===== config.mk =====
export PLATFORM = sky130hd
export DESIGN_NAME = cam_way_sched_flat
export DESIGN_NICKNAME = d
export VERILOG_FILES = /design/src/rtl/cam_way_sched_if.sv /design/src/rtl/cam_way_sched.sv /design/src/flat_wrapper.sv
export SDC_FILE = /design/constraint.sdc
export NUM_CORES = 1
export LEC_CHECK = 0
export ABC_CLOCK_PERIOD_IN_PS = 2000
export BUFFER_PORTS_ARGS = -buffer_cell sky130_fd_sc_hd__buf_4
export CAP_MARGIN = 20
export CORE_MARGIN = 1.5
export CORE_UTILIZATION = 42
export CTS_BUF_LIST = sky130_fd_sc_hd__clkbuf_8
export CTS_CLUSTER_SIZE = 10
export DETAILED_ROUTE_END_ITERATION = 16
export GPL_TIMING_DRIVEN = 0
export PLACE_DENSITY = 0.89
export REMOVE_ABC_BUFFERS = 1
export SLEW_MARGIN = 20
export SYNTH_ARGS = -nofsm -noshare
export SYNTH_HDL_FRONTEND = slang
export SYNTH_SLANG_ARGS = --single-unit

===== constraint.sdc =====
create_clock -name clk -period 2 [get_ports clk]
set_input_delay 0.1 -clock clk [delete_from_list [all_inputs] [get_ports clk]]
set_output_delay 0.1 -clock clk [all_outputs]
set_load 0.005 [all_outputs]

===== src/rtl/cam_way_sched_if.sv =====
// Request, command and response bundle between the session CAM scheduler and its environment.
// The slave modport is the scheduler's view. The master modport is the requester/way/consumer side.
interface cam_way_sched_if #(
    parameter int K_W = 32,
    parameter int V_W = 16
);
    logic           ins_req_valid;
    logic           ins_req_ready;
    logic [K_W-1:0] ins_req_key;
    logic [V_W-1:0] ins_req_val;

    logic           del_req_valid;
    logic           del_req_ready;
    logic [1:0]     del_req_way;
    logic [K_W-1:0] del_req_key;

    logic [2:0]     way_full;

    logic [2:0]     cmd_valid;
    logic           cmd_op;
    logic [K_W-1:0] cmd_key;
    logic [V_W-1:0] cmd_val;
    logic [2:0]     cmd_ack;
    logic           cmd_ok;

    logic           rsp_valid;
    logic           rsp_ready;
    logic           rsp_op;
    logic [1:0]     rsp_way;
    logic           rsp_ok;

    modport slave (
        input  ins_req_valid, ins_req_key, ins_req_val,
        input  del_req_valid, del_req_way, del_req_key,
        input  way_full, cmd_ack, cmd_ok, rsp_ready,
        output ins_req_ready, del_req_ready,
        output cmd_valid, cmd_op, cmd_key, cmd_val,
        output rsp_valid, rsp_op, rsp_way, rsp_ok
    );

    modport master (
        output ins_req_valid, ins_req_key, ins_req_val,
        output del_req_valid, del_req_way, del_req_key,
        output way_full, cmd_ack, cmd_ok, rsp_ready,
        input  ins_req_ready, del_req_ready,
        input  cmd_valid, cmd_op, cmd_key, cmd_val,
        input  rsp_valid, rsp_op, rsp_way, rsp_ok
    );
endinterface


===== src/rtl/cam_way_sched.sv =====
// Insert/delete scheduler for the 3-way session CAM. It serialises one op at a time to a single way.
// It waits for that way's ack (with timeout) and returns a response.
module cam_way_sched #(
    parameter int K_W = 32,
    parameter int V_W = 16,
    parameter int TMO = 64
) (
    input  logic           clk,
    input  logic           rst_n,
    input  logic [1:0]     rnd_mod,
    cam_way_sched_if.slave bus
);
    localparam int CNT_W = (TMO > 2) ? $clog2(TMO) : 1;

    typedef enum logic [1:0] {
        S_IDLE,
        S_ISSUE,
        S_RESP
    } state_t;

    state_t         state;
    logic [2:0]     cmd_valid_q;
    logic           op_q;
    logic [K_W-1:0] key_q;
    logic [V_W-1:0] val_q;
    logic           rsp_valid_q;
    logic [1:0]     way_q;
    logic           ok_q;
    logic           prio_del_q;
    logic [CNT_W-1:0] cnt_q;

    logic       grant_del;
    logic       grant_ins;
    logic       idle;
    logic [1:0] rnd_way;
    logic [1:0] rnd_nxt;
    logic [1:0] rnd_prv;
    logic [1:0] ins_way;
    logic       ins_full;
    logic [1:0] acc_way;
    logic       acc_reject;
    logic       ack_hit;

    // Delete wins unless an insert is also pending and the insert holds the priority.
    assign grant_del = bus.del_req_valid & (~bus.ins_req_valid | prio_del_q);
    assign grant_ins = bus.ins_req_valid & ~grant_del;
    assign idle      = rst_n & (state == S_IDLE);

    assign bus.del_req_ready = idle & grant_del;
    assign bus.ins_req_ready = idle & grant_ins;

    assign rnd_way = (rnd_mod == 2'd3) ? 2'd0 : rnd_mod;
    assign rnd_nxt = (rnd_way == 2'd2) ? 2'd0 : rnd_way + 2'd1;
    assign rnd_prv = (rnd_way == 2'd0) ? 2'd2 : rnd_way - 2'd1;

    // NOTE: defaults first so every path assigns both outputs and no latch is inferred.
    always_comb begin
        ins_way  = rnd_way;
        ins_full = 1'b0;
        if (!bus.way_full[rnd_way])      ins_way = rnd_way;
        else if (!bus.way_full[rnd_nxt]) ins_way = rnd_nxt;
        else if (!bus.way_full[rnd_prv]) ins_way = rnd_prv;
        else                             ins_full = 1'b1;
    end

    assign acc_way    = grant_del ? bus.del_req_way : ins_way;
    assign acc_reject = grant_del ? (bus.del_req_way == 2'd3) : ins_full;
    assign ack_hit    = |(bus.cmd_ack & cmd_valid_q);

    // NOTE: all state uses non-blocking assignments so every register samples pre-edge values.
    always_ff @(posedge clk) begin
        if (!rst_n) begin
            state       <= S_IDLE;
            cmd_valid_q <= '0;
            op_q        <= 1'b0;
            key_q       <= '0;
            val_q       <= '0;
            rsp_valid_q <= 1'b0;
            way_q       <= '0;
            ok_q        <= 1'b0;
            prio_del_q  <= 1'b1;
            cnt_q       <= '0;
        end else begin
            case (state)
                S_IDLE: begin
                    if (grant_del | grant_ins) begin
                        if (bus.ins_req_valid & bus.del_req_valid) prio_del_q <= grant_ins;
                        op_q  <= grant_del;
                        key_q <= grant_del ? bus.del_req_key : bus.ins_req_key;
                        val_q <= grant_del ? '0 : bus.ins_req_val;
                        way_q <= acc_way;
                        if (acc_reject) begin
                            ok_q        <= 1'b0;
                            rsp_valid_q <= 1'b1;
                            state       <= S_RESP;
                        end else begin
                            cmd_valid_q <= 3'b001 << acc_way;
                            cnt_q       <= '0;
                            state       <= S_ISSUE;
                        end
                    end
                end
                S_ISSUE: begin
                    // A matching ack on the last timeout cycle still reports the way's status.
                    if (ack_hit) begin
                        cmd_valid_q <= '0;
                        ok_q        <= bus.cmd_ok;
                        rsp_valid_q <= 1'b1;
                        state       <= S_RESP;
                    end else if (cnt_q == CNT_W'(TMO - 1)) begin
                        cmd_valid_q <= '0;
                        ok_q        <= 1'b0;
                        rsp_valid_q <= 1'b1;
                        state       <= S_RESP;
                    end else begin
                        cnt_q <= cnt_q + CNT_W'(1);
                    end
                end
                S_RESP: begin
                    if (bus.rsp_ready) begin
                        rsp_valid_q <= 1'b0;
                        state       <= S_IDLE;
                    end
                end
                default: state <= S_IDLE;
            endcase
        end
    end

    assign bus.cmd_valid = cmd_valid_q;
    assign bus.cmd_op    = op_q;
    assign bus.cmd_key   = key_q;
    assign bus.cmd_val   = val_q;
    assign bus.rsp_valid = rsp_valid_q;
    assign bus.rsp_op    = op_q;
    assign bus.rsp_way   = way_q;
    assign bus.rsp_ok    = ok_q;
endmodule

===== src/flat_wrapper.sv =====
// flat-port wrapper written by rule: the top's interface ports become plain ports
module cam_way_sched_flat 
#(
    parameter int K_W = 32,
    parameter int V_W = 16,
    parameter int TMO = 64
)
  (clk, rst_n, rnd_mod, bus_ins_req_valid, bus_ins_req_key, bus_ins_req_val, bus_del_req_valid, bus_del_req_way, bus_del_req_key, bus_way_full, bus_cmd_ack, bus_cmd_ok, bus_rsp_ready, bus_ins_req_ready, bus_del_req_ready, bus_cmd_valid, bus_cmd_op, bus_cmd_key, bus_cmd_val, bus_rsp_valid, bus_rsp_op, bus_rsp_way, bus_rsp_ok);
  cam_way_sched_if #(.K_W(K_W), .V_W(V_W)) bus_i ();
  input  logic clk;
  input  logic rst_n;
  input  logic [1:0] rnd_mod;
  input wire logic [$bits(bus_i.ins_req_valid)-1:0] bus_ins_req_valid;
  input wire logic [$bits(bus_i.ins_req_key)-1:0] bus_ins_req_key;
  input wire logic [$bits(bus_i.ins_req_val)-1:0] bus_ins_req_val;
  input wire logic [$bits(bus_i.del_req_valid)-1:0] bus_del_req_valid;
  input wire logic [$bits(bus_i.del_req_way)-1:0] bus_del_req_way;
  input wire logic [$bits(bus_i.del_req_key)-1:0] bus_del_req_key;
  input wire logic [$bits(bus_i.way_full)-1:0] bus_way_full;
  input wire logic [$bits(bus_i.cmd_ack)-1:0] bus_cmd_ack;
  input wire logic [$bits(bus_i.cmd_ok)-1:0] bus_cmd_ok;
  input wire logic [$bits(bus_i.rsp_ready)-1:0] bus_rsp_ready;
  output wire logic [$bits(bus_i.ins_req_ready)-1:0] bus_ins_req_ready;
  output wire logic [$bits(bus_i.del_req_ready)-1:0] bus_del_req_ready;
  output wire logic [$bits(bus_i.cmd_valid)-1:0] bus_cmd_valid;
  output wire logic [$bits(bus_i.cmd_op)-1:0] bus_cmd_op;
  output wire logic [$bits(bus_i.cmd_key)-1:0] bus_cmd_key;
  output wire logic [$bits(bus_i.cmd_val)-1:0] bus_cmd_val;
  output wire logic [$bits(bus_i.rsp_valid)-1:0] bus_rsp_valid;
  output wire logic [$bits(bus_i.rsp_op)-1:0] bus_rsp_op;
  output wire logic [$bits(bus_i.rsp_way)-1:0] bus_rsp_way;
  output wire logic [$bits(bus_i.rsp_ok)-1:0] bus_rsp_ok;
  assign bus_i.ins_req_valid = bus_ins_req_valid;
  assign bus_i.ins_req_key = bus_ins_req_key;
  assign bus_i.ins_req_val = bus_ins_req_val;
  assign bus_i.del_req_valid = bus_del_req_valid;
  assign bus_i.del_req_way = bus_del_req_way;
  assign bus_i.del_req_key = bus_del_req_key;
  assign bus_i.way_full = bus_way_full;
  assign bus_i.cmd_ack = bus_cmd_ack;
  assign bus_i.cmd_ok = bus_cmd_ok;
  assign bus_i.rsp_ready = bus_rsp_ready;
  assign bus_ins_req_ready = bus_i.ins_req_ready;
  assign bus_del_req_ready = bus_i.del_req_ready;
  assign bus_cmd_valid = bus_i.cmd_valid;
  assign bus_cmd_op = bus_i.cmd_op;
  assign bus_cmd_key = bus_i.cmd_key;
  assign bus_cmd_val = bus_i.cmd_val;
  assign bus_rsp_valid = bus_i.rsp_valid;
  assign bus_rsp_op = bus_i.rsp_op;
  assign bus_rsp_way = bus_i.rsp_way;
  assign bus_rsp_ok = bus_i.rsp_ok;
  cam_way_sched #(.K_W(K_W), .V_W(V_W), .TMO(TMO)) u_core (.clk(clk), .rst_n(rst_n), .rnd_mod(rnd_mod), .bus(bus_i));
endmodule

* Word level (Yosys, flattened, before mapping)
Cells that the tools add are included.
Cells by class: add/sub/neg operators 3, magnitude comparators 3, shift operators 1, eq/ne operators 13, muxes and demuxes 46, reduce and logical (&&, ||, !) cells 12, bitwise operators 11
Operators with widths (number):
- 32-bit two-way mux | 1
- 2-bit two-way mux | 12
- 6-bit two-way mux | 4
- 1-bit two-way mux | 16
- 16-bit two-way mux | 1
- 3-bit two-way mux | 4
- 6-bit case mux with 2 select lines | 1
- 2-bit inequality test, second input constant | 5
- 5-bit AND reduction | 2
- 2-bit by 3-bit < comparator with 1-bit output, second input constant | 3
- 2-bit equality test, second input constant | 4
- 4-bit AND reduction | 2
- 6-bit by 1-bit adder with 6-bit output, second input constant | 1
- 1-bit AND | 6
- 1-bit binary-select mux with 2-bit select | 3
- 6-bit equality test, second input constant | 1
- 2-bit case mux with 3 select lines | 1
- 3-bit case mux with 2 select lines | 1
- 3-bit AND reduction | 2
- 2-bit logical NOT | 2
- 3-bit AND | 1
- 3-bit by 1-bit inequality test with 1-bit output, second input constant | 1
- 1-bit case mux with 3 select lines | 1
- 3-bit nonzero test | 1
- other kinds (11) | 13
Storage, ports and cells: logic and storage cells 99, register bits after elaboration 65, bits of input ports 96, output and inout port bits 59

* Logic depth before layout (Yosys ltp)
Gate-level depths: netlist (run 1).
word-level depth 14, mapped depth 8, gate-level depth less buffers 8

* Worst setup path before layout (run 1)
No wires, ideal clock.
kind register to register, start register u_core.state[0], end register u_core.cnt_q[5], slack 0.145 ns, required time 1.885 ns, buffers on the path 0, period minus slack after synthesis 1.855 ns, cell stages (with the launch flop) 9, setup time 0.115 ns, arrival 1.741 ns, cells stage by stage dfxtp_1 > inv_1 > ha_1 > or3b_1 > o21ai_1 > a41oi_2 > nand3_2 > o31a_1 > o21a_1
On the way: word-level cells in the longest chain between the ends 3, elaborated cells between the ends (all ways) 9, classes of those cells eq/ne (5); mux (1); reduce/logical (3)
RTL lines:
- start: declaration | line cam_way_sched.sv:21 | state_t state;
- start signal: assignment | line cam_way_sched.sv:73 | state <= S_IDLE;
- start signal: assignment | line cam_way_sched.sv:95 | state <= S_RESP;
- start signal: assignment | line cam_way_sched.sv:99 | state <= S_ISSUE;
- 2-bit by 1-bit equality test with 1-bit output / 2-bit logical NOT (equally long branches) | line cam_way_sched.sv:84 | case (state)
- 2-bit inequality test (no line) / 2-bit nonzero test (equally long branches)
- 5-bit AND reduction (no line)
- end signal: assignment | line cam_way_sched.sv:116 | cnt_q <= cnt_q + CNT_W'(1);
- end: declaration | line cam_way_sched.sv:30 | logic [CNT_W-1:0] cnt_q;
Several ways; a longest one is shown, not always the timed one. A chain may end at the register's enable or synchronous reset.

* Final worst setup path (run 1)
Ends and elaborated chain as after synthesis.

==> results.yml, run 1 <==
placed_design:
  place_worst_setup_slack_ns: -0.407
  dp_hpwl_um: 6390
  io_buffers: 154
  routabilityCongestion: 0.841
logic_synthesis:
  ys_seq_area_share_pct: 43.3
  synth_most_common_cell: "nand2_1"
  synthSimpleGateAreaFrac_pct: 24.6
  synth_edf_count: 0
  async_reset_ff_share_pct: 0
  syn-instance-count: 360
  synthesis.area_sq_um: 3010
  yosysTopAreaCell: "dfxtp_1"
  synthMuxAreaShare_pct: 1.04
  synthTopCellsByArea: "dfxtp_1, nand2_1, a311oi_1"
  synth-seq-cells: 65
  synth_top_family_by_area: "simple AND/OR/NAND/NOR gates"
  synth_top_area_share_pct: 43.3
  yosysUniqueCellTypes: 56
  yosys.area_share.adder_pct: 2.91
  synth_common_cells: "nand2_1, dfxtp_1, nor2_1"
  yosysWarnings: 0
  avgSynthCellArea_sq_um: 8.36
  ys.flop_type: "dfxtp_1"
  synth-xor-area-share_pct: 0.291
  synth_compound_area_share_pct: 23.5
critical_path:
  endpoint_kind: "flip-flop"
  worst_ep_required_time_ns: 2.23
  criticalPathCategory: "reg2reg"
  timing.critical_path.from: "u_core.state[0]$_SDFFE_PN0P_"
  reg2reg_from: "u_core.state[0]$_SDFFE_PN0P_"
  worst-path-max-fanout: 8
  startpoint_type: "flip-flop"
  critPathArrivalTime_ns: 2.21
clock_network:
  insertion_delay_ns: 0.33
  cts_buffers: 9
  clock_path_buffers: 2
  root_buffer: "clkbuf_8"
  cts_tree: "done"
  clkTransAtPathRegs_ns: 0.08
  htreeDepth: 3
  clock-sinks: 65
grt:
  grt_pass1_wl_um: 14200
  grt_pass1_vias: 3085
  grt-ovfl-total: 0
  grt_max_degree: 42
  grt_use_total_pct: 23.5
  antenna_found_initial: 0
sta:
  fmax_ghz: 0.505
  period_minus_slack_ns: 1.98
  finalHoldViolCount: 0
  setup_viol: 0
  relSlewSlack_pct: 49.0
  fin_ws_ns: 0.0182
  worstMarginPinSlew_ns: 0.765
  drv_slew: 0
  rsz0062_at_grt: "yes"
  setup_tns_ns: 0
  period_share_pct: 99.1
  fin_skew_ns: 0.00800
floorplanning:
  die-area_sq_um: 7680
  die_h_um: 87.6
  row_count: 30
  io_pins: 155
  die_w_um: 87.6
  start_util_pct: 43.8
  core_sq_um: 6870
detailed_routing:
  detail-route-antenna-nets: 0
  vias_per_cell: 5.29
  drtIter0Drc: 196
  drc: 0
  wl_um: 9810
  wl_per_cell_um: 15.6
  dr.pass1.iters: 4
  vias: 3334
power_and_ir_drop:
  leakagePower_nw: 2.12
  total_power_mw: 5.32
  power-per-cell-area_nw_per_um2: 1140
  ir_drop_v: 0.000670
finish:
  fin_util_pct: 68.2
  areaGrowthSynthToFinish_pct: 55.7
  fin_nets: 632
  nFillCells: 555
  drive_gt1_share_pct: 37.8
  diodes: 0
flow_run:
  max_cap_violations: 0
min_path:
  min-delay-start: "bus_ins_req_key[23]"
  hp-class: "in2reg"
outcome:
  status: "complete, no violations"
-- logic make-up (layout without fill, tap and decap cells) --
logic type,after synthesis,after routing
buffers and inverters,32,204
AND/OR/NAND/NOR,165,167
AO/OA/AOI/OAI,87,87
XOR/XNOR,1,1
multiplexers,3,3
adder cells (fa/ha/maj),7,7
flip-flops,65,65
-- flip-flops by register name (all words and copies together) (netlist names) --
| name | cells |
|---|---|
| u_core.bus.rsp_way | 2 |
| u_core.bus.cmd_key | 32 |
| u_core.cnt_q | 6 |
| u_core.bus.rsp_ok | 1 |
| u_core.state | 2 |
| u_core.bus.cmd_valid | 3 |
| u_core.prio_del_q | 1 |
| u_core.bus.cmd_op | 1 |
| u_core.bus.cmd_val | 16 |
| u_core.bus.rsp_valid | 1 |
-- final cells by class --
cell class,count,area (sq um),area share [%]
Timing Repair Buffer,179,1400,30.0
Tap cell,96,120,2.56
Inverter,9,33.8,0.721
Clock inverter,7,62.6,1.34
Sequential cell,65,1300,27.8
Clock buffer,9,124,2.64
Multi-Input combinational cell,265,1640,34.9
-- path summary, 6_finish.rpt --
check,endpoint,cells past startpoint,slack (ns)
worst max-delay path,u_core.cnt_q[5]$_SDFFE_PN0P_,8,0.02
worst min-delay path,u_core.bus.cmd_key[23]$_SDFFE_PN0P_,3,0.03
worst max register to register,u_core.cnt_q[5]$_SDFFE_PN0P_,8,0.02
worst min register to register,u_core.bus.cmd_val[9]$_SDFFE_PN0P_,1,0.48
-- power by group --
part	leakage [nW]	switching [mW]	internal (mW)
logic	1.48	1.24	1.21
clock network	0.104	0.509	0.565
registers	0.535	0.178	1.62
-- stage by stage --
step                      hold WS, ns  cell area (sq um)  instances
after floorplan                 0.162               2910        337
final                          0.0305               4680        630
after global routing           0.0282               4680        630
after global placement          0.315               4190        587
after detailed placement        0.319               4220        588
after CTS                      0.0261               4600        622
-- cell usage in the layout, fill, tap and decap left out, types with 4 or more instances in the layout --
cell and instances:
clkinv_2 4, nand3_1 14, nor2_1 40, a311oi_1 32, a22o_1 16, nand2_1 81
buf_4 162, dfxtp_1 64, ha_1 6, o21ai_0 8, dlygate4sd3_1 16, clkbuf_8 9
inv_1 9
-- metal layers --
metal	wire length (um)	GRT usage [%]
met3	788	6.13
met2	4810	40.6
met5	0	0
met1	4050	28.3
met4	163	7.94
-- timing repair --
item | CTS | global route
cloned | 0 | 2
setup buffers | 2 | 6
resized for setup | 4 | 6
hold endpoints to repair | 16 | 0
endpoints found under the setup margin | 47 | 14
pin swaps | 2 | 4
hold buffers | 16 | 0
-- critical path, cell delays in order, from the launching register on --
cell and delay (ns):
dfxtp_1 0.34, inv_1 0.09, ha_4 0.20, or3b_1 0.21, o21ai_2 0.11, a41oi_2 0.28
nand3_2 0.16, o31a_1 0.30, o21a_1 0.18
No activity file was read; power rests on OpenSTA's default activity.
==> run 2, diff against run 1 <==
ABC_CLOCK_PERIOD_IN_PS = 2300   (was 2000)
CAP_MARGIN = unset   (was 20)
CORE_UTILIZATION = 49   (was 42)
PLACE_DENSITY = 0.86   (was 0.89)
clock period = 2.3 ns   (was 2 ns; I/O delays follow)
==> results.yml, run 2 (synthesized netlist as in run 1, its figures left out) <==
critical_path:
  ff2ff_setup_slack_ns: 0.17
  criticalPathCategory: "reg2reg"
  reg2reg_from: "u_core.state[1]$_SDFFE_PN0P_"
  critPathArrivalTime_ns: 2.36
  endpoint_kind: "flip-flop"
  worst-path-max-fanout: 14
  worst_ep_required_time_ns: 2.53
  r2r_end: "u_core.cnt_q[5]$_SDFFE_PN0P_"
  startpoint_type: "flip-flop"
  rr_worst_depth: 8
floorplanning:
  die-area_sq_um: 6620
  row_count: 28
  start_util_pct: 50.8
  core_sq_um: 5920
  die_h_um: 81.4
  io_pins: 155
  die_w_um: 81.4
clock_network:
  htreeDepth: 3
  cts_tree: "done"
  insertion_delay_ns: 0.34
  clock_path_buffers: 2
  clock-sinks: 65
  cts_buffers: 9
  clkTransAtPathRegs_ns: 0.07
  root_buffer: "clkbuf_8"
grt:
  grt_use_total_pct: 26.7
  antenna_found_initial: 0
  grt-ovfl-total: 0
  grt_pass1_vias: 2984
  grt_pass1_wl_um: 13600
  grt_max_degree: 42
outcome:
  status: "complete, no violations"
power_and_ir_drop:
  total_power_mw: 4.45
  ir_drop_v: 0.000689
  p_sw_share_pct: 35.4
  power-per-cell-area_nw_per_um2: 985
  pwr-share-clk_pct: 21.7
  seqPwrFrac_pct: 35.3
  p_int_mw: 2.87
  net-switching-power_mw: 1.57
  leakagePower_nw: 2.06
  pwr-share-comb_pct: 43.0
min_path:
  whs_endpoint: "u_core.bus.cmd_val[8]$_SDFFE_PN0P_"
  min-delay-start: "bus_ins_req_val[8]"
  hp-class: "in2reg"
  min_path_cells: 2
sta:
  rsz0062_at_grt: "no"
  worstMarginPinSlew_ns: 0.779
  setup_tns_ns: 0
  drv_slew: 0
  whs_ns: 0.0150
  fin_skew_ns: 0.00680
  period_share_pct: 92.4
  period_minus_slack_ns: 2.13
  relSlewSlack_pct: 48.0
  setup_viol: 0
  finalHoldViolCount: 0
  fmax_ghz: 0.471
finish:
  layout_common_cells: "buf_4, nand2_1, dfxtp_1"
  fin_nets: 618
  drive_gt1_share_pct: 36.0
  nFillCells: 438
  layout_commonest_cell: "buf_4"
  largest_reg_flops: 32
  fin_cells: 594
  diodes: 0
  areaGrowthSynthToFinish_pct: 50.1
  fin_util_pct: 76.3
detailed_routing:
  dr.pass1.iters: 4
  wl_per_cell_um: 15.6
  drc: 0
  vias_per_cell: 5.51
  detail-route-antenna-nets: 0
  vias: 3270
  wl_um: 9290
  drtIter0Drc: 206
placed_design:
  dp_hpwl_um: 6450
  placed_cells: 567
  io_buffers: 154
  routabilityCongestion: 0.844
flow_run:
  max_cap_violations: 0
run 2: layout make-up:
type / instances / area (sq um) / area share [%]
flip-flops and latches: 65 / 1300 / 28.8
multi-input cells: 263 / 1590 / 35.2
repair buffers: 167 / 1300 / 28.8
clock buffers: 11 / 151 / 3.35
clock inverters: 4 / 43.8 / 0.970
inverters: 9 / 33.8 / 0.748
well taps: 75 / 93.8 / 2.08
run 2: worst max-delay path, stage by stage, from the launching register on:
cell,delay [ns]
dfxtp_1,0.37
inv_1,0.08
ha_2,0.27
or3b_1,0.20
o21ai_1,0.14
a41oi_2,0.29
nand3_2,0.19
o31a_1,0.31
o21a_1,0.18
run 2: worst max path at each step:
stage | from | to | slack, ns | cells after the start
2_1_floorplan | u_core.state[0]$_SDFFE_PN0P_ | u_core.bus.cmd_val[0]$_SDFFE_PN0P_ | -0.51 | 5
3_3_place_gp | u_core.state[0]$_SDFFE_PN0P_ | u_core.bus.cmd_val[8]$_SDFFE_PN0P_ | -1.27 | 5
3_5_place_dp | u_core.state[0]$_SDFFE_PN0P_ | u_core.bus.cmd_val[10]$_SDFFE_PN0P_ | -0.13 | 5
4_1_cts | u_core.state[1]$_SDFFE_PN0P_ | u_core.cnt_q[5]$_SDFFE_PN0P_ | 0.04 | 8
5_1_grt | u_core.state[1]$_SDFFE_PN0P_ | u_core.cnt_q[5]$_SDFFE_PN0P_ | 0.05 | 8
6_report | u_core.state[1]$_SDFFE_PN0P_ | u_core.cnt_q[5]$_SDFFE_PN0P_ | 0.17 | 8
run 2: power by group through the flow:
stage                     clock network [mW]  logic [mW]  registers [mW]
after CTS                              0.972        1.90            1.56
after detailed placement                   0        1.87            1.59
after global placement                     0        1.77            1.57
after global routing                    1.03        2.11            1.60
after floorplan                            0        1.00            1.59
final                                  0.965        1.91            1.57
run 2: routing by layer:
layer / track usage, % / vias up / routed length [um]
met1: 30.7 / 1510 / 3730
li1: - / 1610 / -
met2: 47.8 / 135 / 4710
met5: 0 / - / 0
met3: 8.20 / 15 / 716
met4: 6.72 / 0 / 142
run 2: what timing repair did:
action / in CTS / in global routing
setup endpoints to repair: 17 / 19
hold endpoints to repair: 7 / 4
resized for setup: 1 / 2
hold buffers: 7 / 4
pin swaps: 1 / 0
buffers inserted: 1 / 0
run 2: stage by stage:
stage / cell area, sq um / setup slack (ns)
4_1_cts: 4470 / 0.0390
2_1_floorplan: 2910 / -0.505
3_5_place_dp: 4190 / -0.135
3_3_place_gp: 4160 / -1.27
6_report: 4520 / 0.175
5_1_grt: 4520 / 0.0460
==> run 3, diff against run 2 <==
CORE_UTILIZATION = 50   (was 49)
PLACE_DENSITY = 0.87   (was 0.86)
==> results.yml, run 3 (synthesized netlist as in run 1, its figures left out) <==
outcome:
  status: "complete, no violations"
critical_path:
  critPathArrivalTime_ns: 2.35
  worst-path-max-fanout: 14
  cp_top_family: "compound AO/OA/AOI/OAI gates"
  cp_slowest_cell: "dfxtp_1"
  endpoint_kind: "flip-flop"
  criticalPathCategory: "reg2reg"
  cpPeakStageDelay_ns: 0.34
  path_cells: "inv_1 > ha_2 > or3b_1 > o21ai_1 > a41oi_2 > nand3_2 > o31a_1 > o21a_1"
  worst_ep_required_time_ns: 2.54
  rr_worst_depth: 8
  cp_num_buf_inv: 1
  startpoint_type: "flip-flop"
  cp.depth: 8
min_path:
  min_path_cells: 2
  hp-class: "in2reg"
power_and_ir_drop:
  pwr-share-comb_pct: 43.3
  seqPwrFrac_pct: 35.3
  net-switching-power_mw: 1.61
  p_int_mw: 2.84
  leakagePower_nw: 2.09
  power-per-cell-area_nw_per_um2: 977
  ir_drop_v: 0.000640
  total_power_mw: 4.45
  p_sw_share_pct: 36.1
  pwr-share-clk_pct: 21.4
floorplanning:
  core_sq_um: 5850
  die-area_sq_um: 6490
  die_w_um: 80.6
  die_h_um: 80.6
  start_util_pct: 51.4
  row_count: 28
  io_pins: 155
clock_network:
  insertion_delay_ns: 0.35
  clock_path_buffers: 2
  root_buffer: "clkbuf_8"
  cts_buffers: 9
  cts_tree: "done"
  clock-sinks: 65
  clkTransAtPathRegs_ns: 0.06
  htreeDepth: 3
sta:
  worstMarginPinSlew_ns: 0.781
  period_minus_slack_ns: 2.12
  setup_viol: 0
  finalHoldViolCount: 0
  drv_slew: 0
  period_share_pct: 92.0
  fin_skew_ns: 0.00751
  relSlewSlack_pct: 47.9
  fmax_ghz: 0.473
  rsz0062_at_grt: "no"
finish:
  areaGrowthSynthToFinish_pct: 51.3
  fin_area_sq_um: 4550
  layout_commonest_cell: "buf_4"
  fin_nets: 625
  diodes: 0
  drive_gt1_share_pct: 36.4
  layout_common_cells: "buf_4, nand2_1, dfxtp_1"
  largest_reg_flops: 32
placed_design:
  io_buffers: 154
  placed_cell_area_sq_um: 4180
  routabilityCongestion: 0.856
  dp_hpwl_um: 6230
flow_run:
  max_cap_violations: 0
detailed_routing:
  drc: 0
  wl_per_cell_um: 16.5
  dr.pass1.iters: 7
  vias: 3383
  vias_per_cell: 5.62
  detail-route-antenna-nets: 0
  wl_um: 9950
  drtIter0Drc: 220
grt:
  grt-ovfl-total: 0
  grt_pass1_wl_um: 13800
  grt_use_total_pct: 27.8
  grtUsageMet2_pct: 46.6
  grt_max_degree: 46
  use_met3_pct: 10.0
  antenna_found_initial: 0
  use_met1_pct: 31.3
  top_usage_layer: "met2"
  grt_pass1_vias: 2950
-- run 3: worst reg2reg max path: stages (launching register included) --
cell     delay, ns
dfxtp_1       0.34
inv_1         0.07
ha_2          0.28
or3b_1        0.21
o21ai_1       0.14
a41oi_2       0.28
nand3_2       0.19
o31a_1        0.31
o21a_1        0.18
-- run 3: cell type report --
class                   count  area [sq um]
repair buffers            174          1350
inverters                   9          33.8
clock buffers              10           138
fillers                   382          1300
multi-input cells         263          1580
clock inverters             6          51.3
well taps                  75          93.8
flip-flops and latches     65          1300
-- run 3: what timing repair did --
action / in CTS / in global routing
pin swaps: 0 / 1
hold buffers: 12 / 0
setup buffers: 0 / 7
hold endpoints to repair: 12 / 0
endpoints found under the setup margin: 16 / 20
gates resized for setup: 1 / 1
-- run 3: path summary, 6_finish.rpt --
check	endpoint	start	slack [ns]
worst min register to register	u_core.bus.rsp_way[0]$_SDFFE_PN0P_	u_core.bus.rsp_way[0]$_SDFFE_PN0P_	0.49
worst max-delay path	u_core.cnt_q[5]$_SDFFE_PN0P_	u_core.state[0]$_SDFFE_PN0P_	0.18
worst max register to register	u_core.cnt_q[5]$_SDFFE_PN0P_	u_core.state[0]$_SDFFE_PN0P_	0.18
worst min-delay path	u_core.bus.cmd_val[0]$_SDFFE_PN0P_	bus_ins_req_val[0]	0.008
-- run 3: stage by stage --
| step | TNS (ns) | util, % | worst slack [ns] | std cells | hold WS (ns) |
|---|---|---|---|---|---|
| detailed placement | -1.48 | 71.5 | -0.115 | 567 | 0.336 |
| global route | 0 | 77.8 | 0.0448 | 602 | -0.00197 |
| global placement | -38.10 | 71.1 | -1.26 | 566 | 0.339 |
| floorplan | -8.91 | - | -0.505 | 337 | 0.177 |
| finish | 0 | 77.8 | 0.184 | 602 | 0.00837 |
| CTS | 0 | 76.8 | 0.0333 | 595 | 0.000851 |
-- run 3: layer usage --
layer | up-vias | part of all wire (%)
met5 | - | 0
met4 | 0 | 3.4
met3 | 31 | 8.8
met2 | 159 | 49
met1 | 1569 | 39
li1 | 1624 | -
-- run 3: power groups by stage --
| stage | clock network, mW | logic, mW | registers (mW) |
|---|---|---|---|
| 6_report | 0.950 | 1.93 | 1.57 |
| 5_1_grt | 1.00 | 2.12 | 1.60 |
| 4_1_cts | 0.947 | 1.86 | 1.56 |
| 3_5_place_dp | 0 | 1.83 | 1.59 |
| 3_3_place_gp | 0 | 1.76 | 1.57 |
| 2_1_floorplan | 0 | 1.00 | 1.59 |
